[src/rtl/line_burst_adaptor_if.sv]
// Bus bundle between the cache, the line/burst adaptor and memory.
// slave is the adaptor's view; master is the cache+memory side.
interface line_burst_adaptor_if;
    logic [255:0] line_i;
    logic [255:0] line_o;
    logic [31:0]  address_i;
    logic         read_i;
    logic         write_i;
    logic         resp_o;
    logic [63:0]  burst_i;
    logic [63:0]  burst_o;
    logic [31:0]  address_o;
    logic         read_o;
    logic         write_o;
    logic         resp_i;

    modport slave (
        input  line_i, address_i, read_i, write_i, burst_i, resp_i,
        output line_o, resp_o, burst_o, address_o, read_o, write_o
    );

    modport master (
        output line_i, address_i, read_i, write_i, burst_i, resp_i,
        input  line_o, resp_o, burst_o, address_o, read_o, write_o
    );
endinterface

[src/rtl/line_burst_adaptor.sv]
// Converts 256-bit cache line transfers into 4x64-bit memory bursts.
// All memory-side and cache-side outputs are registered.
module line_burst_adaptor #(
    parameter int BEATS = 4
) (
    input  logic                  clk,
    input  logic                  rst,
    line_burst_adaptor_if.slave   bus
);
    typedef enum logic [1:0] {IDLE, READ, WRITE, DONE} state_t;

    localparam logic [1:0] LAST = 2'(BEATS - 1);

    state_t       state_q, state_d;
    logic [1:0]   cnt_q, cnt_d;
    logic [31:0]  addr_q, addr_d;
    logic [255:0] wline_q, wline_d;
    logic [255:0] rline_q, rline_d;
    logic         read_q, read_d;
    logic         write_q, write_d;
    logic         resp_q, resp_d;
    logic [63:0]  burst_q, burst_d;

    // Next-state, datapath and registered-output computation.
    always_comb begin
        state_d = state_q;
        cnt_d   = cnt_q;
        addr_d  = addr_q;
        wline_d = wline_q;
        rline_d = rline_q;
        unique case (state_q)
            IDLE: begin
                if (bus.write_i) begin
                    state_d = WRITE;
                    addr_d  = bus.address_i;
                    wline_d = bus.line_i;
                    cnt_d   = 2'd0;
                end else if (bus.read_i) begin
                    state_d = READ;
                    addr_d  = bus.address_i;
                    cnt_d   = 2'd0;
                end
            end
            READ: begin
                if (bus.resp_i) begin
                    rline_d[{cnt_q, 6'd0} +: 64] = bus.burst_i;
                    cnt_d = cnt_q + 2'd1;
                    if (cnt_q == LAST) state_d = DONE;
                end
            end
            WRITE: begin
                if (bus.resp_i) begin
                    cnt_d = cnt_q + 2'd1;
                    if (cnt_q == LAST) state_d = DONE;
                end
            end
            DONE: state_d = IDLE;
            default: state_d = IDLE;
        endcase
        read_d  = (state_d == READ);
        write_d = (state_d == WRITE);
        resp_d  = (state_d == DONE);
        burst_d = (state_d == WRITE) ? wline_d[{cnt_d, 6'd0} +: 64]
                                     : 64'd0;
    end

    // State register; reset wins over every other input.
    always_ff @(posedge clk) begin
        if (rst) begin
            state_q <= IDLE;
            cnt_q   <= 2'd0;
            addr_q  <= 32'd0;
            wline_q <= 256'd0;
            rline_q <= 256'd0;
            read_q  <= 1'b0;
            write_q <= 1'b0;
            resp_q  <= 1'b0;
            burst_q <= 64'd0;
        end else begin
            state_q <= state_d;
            cnt_q   <= cnt_d;
            addr_q  <= addr_d;
            wline_q <= wline_d;
            rline_q <= rline_d;
            read_q  <= read_d;
            write_q <= write_d;
            resp_q  <= resp_d;
            burst_q <= burst_d;
        end
    end

    assign bus.line_o    = rline_q;
    assign bus.resp_o    = resp_q;
    assign bus.burst_o   = burst_q;
    assign bus.address_o = addr_q;
    assign bus.read_o    = read_q;
    assign bus.write_o   = write_q;
endmodule

[src/flat_wrapper.sv]
// flat-port wrapper written by rule: the top's interface ports become plain ports
module line_burst_adaptor_flat 
#(
    parameter int BEATS = 4
)
  (clk, rst, bus_line_i, bus_address_i, bus_read_i, bus_write_i, bus_burst_i, bus_resp_i, bus_line_o, bus_resp_o, bus_burst_o, bus_address_o, bus_read_o, bus_write_o);
  line_burst_adaptor_if bus_i ();
  input  logic clk;
  input  logic rst;
  input wire logic [$bits(bus_i.line_i)-1:0] bus_line_i;
  input wire logic [$bits(bus_i.address_i)-1:0] bus_address_i;
  input wire logic [$bits(bus_i.read_i)-1:0] bus_read_i;
  input wire logic [$bits(bus_i.write_i)-1:0] bus_write_i;
  input wire logic [$bits(bus_i.burst_i)-1:0] bus_burst_i;
  input wire logic [$bits(bus_i.resp_i)-1:0] bus_resp_i;
  output wire logic [$bits(bus_i.line_o)-1:0] bus_line_o;
  output wire logic [$bits(bus_i.resp_o)-1:0] bus_resp_o;
  output wire logic [$bits(bus_i.burst_o)-1:0] bus_burst_o;
  output wire logic [$bits(bus_i.address_o)-1:0] bus_address_o;
  output wire logic [$bits(bus_i.read_o)-1:0] bus_read_o;
  output wire logic [$bits(bus_i.write_o)-1:0] bus_write_o;
  assign bus_i.line_i = bus_line_i;
  assign bus_i.address_i = bus_address_i;
  assign bus_i.read_i = bus_read_i;
  assign bus_i.write_i = bus_write_i;
  assign bus_i.burst_i = bus_burst_i;
  assign bus_i.resp_i = bus_resp_i;
  assign bus_line_o = bus_i.line_o;
  assign bus_resp_o = bus_i.resp_o;
  assign bus_burst_o = bus_i.burst_o;
  assign bus_address_o = bus_i.address_o;
  assign bus_read_o = bus_i.read_o;
  assign bus_write_o = bus_i.write_o;
  line_burst_adaptor #(.BEATS(BEATS)) u_core (.clk(clk), .rst(rst), .bus(bus_i));
endmodule
[config.mk]
export PLATFORM = sky130hd
export DESIGN_NAME = line_burst_adaptor_flat
export DESIGN_NICKNAME = d
export VERILOG_FILES = /design/src/rtl/line_burst_adaptor_if.sv /design/src/rtl/line_burst_adaptor.sv /design/src/flat_wrapper.sv
export SDC_FILE = /design/constraint.sdc
export NUM_CORES = 1
export LEC_CHECK = 0
export CORE_AREA = 4 4 276 278
export DETAILED_ROUTE_END_ITERATION = 10
export DIE_AREA = 0 0 280 282
export PLACE_DENSITY = 0.58
export SYNTH_ARGS = -nofsm -noshare
export SYNTH_HDL_FRONTEND = slang
export SYNTH_SLANG_ARGS = --single-unit
[constraint.sdc]
create_clock -name clk -period 6.8 [get_ports clk]
set_input_delay 0.68 -clock clk [delete_from_list [all_inputs] [get_ports clk]]
set_output_delay 0.68 -clock clk [all_outputs]
set_load 0.02 [all_outputs]
==> results of run 1 <==
[metal layers]
metal,up-vias,GRT usage,routed length [µm]
li1,8751,-,-
met4,12,0.05471,2127
met1,8974,0.2222,31430
met2,671,0.3276,38660
met5,-,0,73
met3,124,0.08719,8559
[where the power goes]
part | leakage, nW | switching (mW) | internal (mW) | total (mW)
sequential | 5.01 | 0.0768 | 3.83 | 3.91
clock | 1.12 | 1.54 | 2.20 | 3.74
combinational | 6.92 | 0.888 | 0.855 | 1.74
total | 13.0 | 2.51 | 6.89 | 9.40
[worst paths after layout]
path                                          startpoint                       end  slack, ps  depth (start not counted)
worst min-delay path            u_core.bus.address_o[15]  u_core.bus.address_o[15]        450                          2
worst max-delay path                     u_core.cnt_q[0]    u_core.bus.burst_o[54]       3280                          8
worst min register to register  u_core.bus.address_o[15]  u_core.bus.address_o[15]        450                          2
worst max register to register           u_core.cnt_q[0]    u_core.bus.burst_o[54]       3280                          8
[logic make-up after synthesis]
logic type      Yosys count  share of synthesized area
simple gates            600                     0.1023
compound gates          364                     0.1299
buf+inv                 183                    0.03679
mux                     384                     0.1857
fa+ha+maj                 9                   0.004942
flops                   615                     0.5403
[layout make-up]
cell class	count	area, µm²	share of cell area
Antenna cell	6	15.01	0.0004566
Clock buffer	105	2066	0.06282
Tap cell	969	1212	0.03687
Multi-Input combinational cell	1357	9719	0.2956
Sequential cell	615	12310	0.3744
Timing Repair Buffer	730	7289	0.2217
Clock inverter	20	241.5	0.007344
Inverter	7	26.28	0.0007991
[critical path, cell delays in order, from the launching register on]
cell	delay [ps]
dfxtp_1	560
inv_2	200
ha_1	430
nand2_1	100
o22ai_1	80
a22oi_1	470
nand2b_4	580
buf_4	720
o22ai_2	130
[state kept, by name, summed over array words and instances, names as in the netlist]
signal / count
u_core.bus.resp_o: 1
u_core.bus.read_o: 1
u_core.cnt_q: 2
u_core.state_q: 2
u_core.wline_q: 256
u_core.bus.burst_o: 64
u_core.bus.line_o: 256
u_core.bus.write_o: 1
u_core.bus.address_o: 32
[synthesized netlist by cell type (all sizes together)]
| cell | instances |
|---|---|
| dfxtp | 615 |
| buf | 56 |
| nor3 | 1 |
| nor4b | 1 |
| o21ai | 2 |
| nor2b | 2 |
| ha | 9 |
| nand2b | 3 |
| o32ai | 1 |
| o221ai | 1 |
| nand2 | 68 |
| nor2 | 517 |
| inv | 7 |
| mux2 | 128 |
| mux2i | 256 |
| o21a | 1 |
| o22ai | 65 |
| o31ai | 1 |
| nor4 | 3 |
| o21bai | 1 |
| clkbuf | 120 |
| or3b | 1 |
| a21oi | 34 |
| a211o | 1 |
| nand3 | 4 |
| a22oi | 257 |
[per-stage QoR]
step / instance area [µm²] / util / total power, mW
after global placement: 30560 / 0.4133 / 5.700
after detailed placement: 30560 / 0.4133 / 5.748
final: 32880 / 0.4447 / 9.399
after floorplan: 22790 / - / 5.125
after CTS: 32870 / 0.4445 / 9.527
after global routing: 32870 / 0.4445 / 9.806
==> results.json, run 1 <==
{
  "status": "complete, no violations",
  "synth_nets": 2521,
  "syn_inst": 2155,
  "fill_cells": 6904,
  "vdd_drop_max_uv": 203.5,
  "slew_viol_final": 0,
  "clock_latency_ps": 600,
  "cp.required_ps": 7230,
  "clock_path_buffers": 3,
  "hold_viol": 0,
  "cts_root_buf": "clkbuf_16",
  "startpoint_type": "flip-flop",
  "yosysTopAreaCellShare": 0.5403,
  "layout-drive-gt1-share": 0.1030,
  "period_needed_ps": 3516,
  "die-area_mm2": 0.07896,
  "wl_um": 80860,
  "timing.slew.headroom": 0.1562,
  "vias": 18530,
  "dpl.hpwl_um": 55830,
  "syn-cell-area_mm2": 0.02279,
  "drcViolationCount": 0,
  "seq_area_frac_synth": 0.5403,
  "die_x_um": 280,
  "yosysTopAreaCell": "dfxtp_1",
  "yosys-top-cells-area": "dfxtp_1 (54%), mux2i_1 (11%), nor2_1 (8.5%), a22oi_1 (8.5%), mux2_4 (4.0%)",
  "max_freq_mhz": 284.4,
  "rows": 100,
  "dp.cells": 3678,
  "grt_pass1_vias": 19080,
  "start_util": 0.3082,
  "ys_seq_elements": 615,
  "postCtsSetupBuffers": 0,
  "grt_max_degree": 136,
  "cts_tree": "yes",
  "timing.final.ws_setup_ps": 3284,
  "setup_violations": 0,
  "cts_hold_buf": 0,
  "tightest_slew_ps": 1265,
  "crit_fanout": 39,
  "period_share": 0.5171,
  "vias_per_cell": 4.865,
  "finalNetCount": 3147,
  "synth.distinct_cells": 37,
  "cts.sinks": 615,
  "final_common_cell": "clkdlybuf4s50_1",
  "power_leakage_nw": 13.05,
  "coreArea_mm2": 0.07395,
  "critPathArrivalTime_ps": 3940,
  "routedWlPerCell_um": 21.23,
  "clkTransAtPathRegs_ps": 60,
  "mostFrequentLayoutCells": "clkdlybuf4s50_1 (710), dfxtp_1 (615), nor2_1 (517)",
  "routabilityCongestion": 0.8185,
  "crit_type": "flip-flop to flip-flop",
  "firstDrtPassIters": 7,
  "holdWs_ps": 451.7,
  "grt_setup_unrepaired": "false",
  "fin_tns_setup_ps": 0,
  "h-tree-depth": 3,
  "grt_overflow": 0,
  "ctsResizeCount": 0,
  "skew_ps": 25.08,
  "io_pins": 712,
  "cp-end-kind": "flip-flop",
  "post-place-ws_ps": 2873,
  "syn_to_final_growth_pct": 44.29,
  "syn_avg_cell_area_um2": 10.57,
  "grtUsageTotal": 0.1936,
  "final_cells": 3809,
  "antenna_found_initial": 11,
  "grt_pass1_wl_um": 118800,
  "yosysWarnings": 0,
  "detailedRoute.firstIterationViolations": 959,
  "antenna_left": 0,
  "cts_buffers": 70,
  "portBuffers": 711,
  "drv_cap": 0,
  "die_h_um": 282,
  "pwr_density_cell_mw_per_mm2": 285.8,
  "hold_class": "flip-flop to flip-flop"
}
(Power assumes the default switching activity.)
==> run 2, diff against run 1 <==
--- a/config.mk
+++ b/config.mk
@@ -8,7 +8,7 @@
 export CORE_AREA = 4 4 276 278
 export DETAILED_ROUTE_END_ITERATION = 10
 export DIE_AREA = 0 0 280 282
-export PLACE_DENSITY = 0.58
+export PLACE_DENSITY = 0.6
 export SYNTH_ARGS = -nofsm -noshare
 export SYNTH_HDL_FRONTEND = slang
 export SYNTH_SLANG_ARGS = --single-unit
==> constraint.sdc (replaced) <==
create_clock -name clk -period 3 [get_ports clk]
set_input_delay 0.3 -clock clk [delete_from_list [all_inputs] [get_ports clk]]
set_output_delay 0.3 -clock clk [all_outputs]
set_load 0.02 [all_outputs]
==> results.json, run 2 (same netlist as run 1, synthesis figures left out) <==
{
  "status": "complete, no violations",
  "clock_latency_ps": 590,
  "final_common_cell": "clkdlybuf4s50_1",
  "portBuffers": 711,
  "timing.slew.headroom": 0.2913,
  "crit_type": "flip-flop to flip-flop",
  "vias_per_cell": 4.856,
  "postCtsSetupBuffers": 0,
  "hold_class": "input port to flip-flop",
  "drv_cap": 0,
  "dpl.hpwl_um": 57800,
  "startpoint_type": "flip-flop",
  "cp.required_ps": 3450,
  "p_clk_frac": 0.396,
  "tightest_slew_ps": 1063,
  "max_freq_mhz": 383.9,
  "slew_viol_final": 0,
  "period_needed_ps": 2605,
  "syn_to_final_growth_pct": 46.20,
  "rows": 100,
  "clock_path_buffers": 3,
  "wl_um": 82020,
  "ctsResizeCount": 0,
  "start_util": 0.3082,
  "cts_buffers": 71,
  "setup_violations": 0,
  "grt_setup_unrepaired": "false",
  "coreArea_mm2": 0.07395,
  "final_core_util": 0.4505,
  "fin_tns_setup_ps": 0,
  "cts_hold_buf": 0,
  "reg2reg_depth": 8,
  "intPower_mw": 15.83,
  "critPathCapture": "u_core.bus.burst_o[8]",
  "crit_fanout": 33,
  "p_seq_frac": 0.412,
  "grt_pass1_vias": 19180,
  "grtUsageTotal": 0.1980,
  "period_share": 0.8684,
  "pwr-share-comb": 0.192,
  "vias": 18620,
  "antenna_found_initial": 10,
  "switching_share": 0.2651,
  "die-area_mm2": 0.07896,
  "power_leakage_nw": 13.27,
  "use_met3": 0.07005,
  "die_x_um": 280,
  "use_met2": 0.3382,
  "grt_max_degree": 199,
  "p_total_mw": 21.54,
  "cts.sinks": 615,
  "drcViolationCount": 0,
  "detailedRoute.firstIterationViolations": 1145,
  "net-switching-power_mw": 5.711,
  "critPathArrivalTime_ps": 3050,
  "routabilityCongestion": 0.8495,
  "firstDrtPassIters": 5,
  "cts_tree": "yes",
  "skew_ps": 31.49,
  "antenna_left": 0,
  "reg2reg_slack_ps": 390,
  "io_pins": 712,
  "die_h_um": 282,
  "worstSetupStartpoint": "u_core.cnt_q[0]",
  "h-tree-depth": 3,
  "clkTransAtPathRegs_ps": 60,
  "reg2reg_to": "u_core.bus.burst_o[8]",
  "grt_pass1_wl_um": 121200,
  "top_usage_layer": "met2",
  "rr_startpoint": "u_core.cnt_q[0]",
  "mostFrequentLayoutCells": "clkdlybuf4s50_1 (710), dfxtp_1 (615), nor2_1 (517)",
  "cts_root_buf": "clkbuf_16",
  "hold_viol": 0,
  "finalNetCount": 3170,
  "pwr_density_cell_mw_per_mm2": 646.5,
  "use_met1": 0.2324,
  "routedWlPerCell_um": 21.39,
  "layout-drive-gt1-share": 0.1119,
  "vdd_drop_max_uv": 452.4,
  "cp-end-kind": "flip-flop",
  "grt_overflow": 0
}
==> run 2: changes by cell type in the layout (fill, tap and decap cells not counted), sizes merged <==
| cell | delta |
|---|---|
| inv | +2 |
| clkinv | -1 |
| buf | +22 |
| clkbuf | +2 |
==> run 2: worst max-delay path, stage by stage, from the launching register on <==
cell and delay [ps]:
dfxtp_1 550, inv_2 190, ha_1 420, nand2_1 100, o22ai_1 90, a22oi_1 250
nand2b_4 400, buf_12 330, o22ai_2 100
==> run 2: metrics by stage <==
| stage | setup slack [ps] | area [µm²] | hold slack [ps] | instances |
|---|---|---|---|---|
| final | 394.9 | 33320 | 74.17 | 3834 |
| after global placement | 358.9 | 30980 | 440.8 | 3700 |
| after CTS | 331.3 | 33300 | 34.27 | 3828 |
| after detailed placement | 333.6 | 30980 | 445.5 | 3700 |
| after floorplan | 855.6 | 22790 | 436.0 | 2155 |
| after global routing | 234.1 | 33310 | 64.86 | 3831 |
==> run 2: final cells by class <==
class                      count  area, µm²
antenna                        6      15.01
clock buffer                 107       2123
clock inverter                21      192.7
fill                        6871      40630
inverter                       7      26.28
multi-input combinational   1357       9704
sequential                   615      12310
tap                          969       1212
timing repair buffer         752       7730
==> run 2: how the worst min path moves through the flow <==
stage / start / to / slack, ps / depth (start not counted)
after CTS: rst / u_core.bus.line_o[255] / 30 / 2
final: rst / u_core.bus.line_o[250] / 70 / 2
after global routing: rst / u_core.bus.line_o[255] / 60 / 2
after floorplan: bus_address_i[0] / u_core.bus.address_o[0] / 440 / 2
after detailed placement: u_core.bus.address_o[31] / u_core.bus.address_o[31] / 450 / 2
after global placement: u_core.bus.address_o[24] / u_core.bus.address_o[24] / 440 / 2
==> run 2: power groups by stage <==
| stage | Sequential [mW] | Clock (mW) | Combinational [mW] |
|---|---|---|---|
| 6_report | 8.88 | 8.54 | 4.13 |
| 2_1_floorplan | 9.21 | 0 | 2.40 |
| 5_1_grt | 8.92 | 9.12 | 4.42 |
| 3_3_place_gp | 9.03 | 0 | 4.07 |
| 4_1_cts | 8.88 | 8.77 | 4.17 |
| 3_5_place_dp | 9.06 | 0 | 4.15 |
==> run 2: metal layers <==
metal	share of wire	up-vias
li1	-	8809
met1	0.40	8991
met2	0.48	684
met3	0.089	124
met4	0.028	10
met5	0.00082	-
==> run 3, diff against run 2 <==
--- a/config.mk
+++ b/config.mk
@@ -5,10 +5,12 @@
 export SDC_FILE = /design/constraint.sdc
 export NUM_CORES = 1
 export LEC_CHECK = 0
+export CAP_MARGIN = 0
 export CORE_AREA = 4 4 276 278
 export DETAILED_ROUTE_END_ITERATION = 10
 export DIE_AREA = 0 0 280 282
 export PLACE_DENSITY = 0.6
+export SKIP_LAST_GASP = 1
 export SYNTH_ARGS = -nofsm -noshare
 export SYNTH_HDL_FRONTEND = slang
 export SYNTH_SLANG_ARGS = --single-unit
==> results of run 3 <==
Final layout, timing and power as in run 2 (identical DEF).
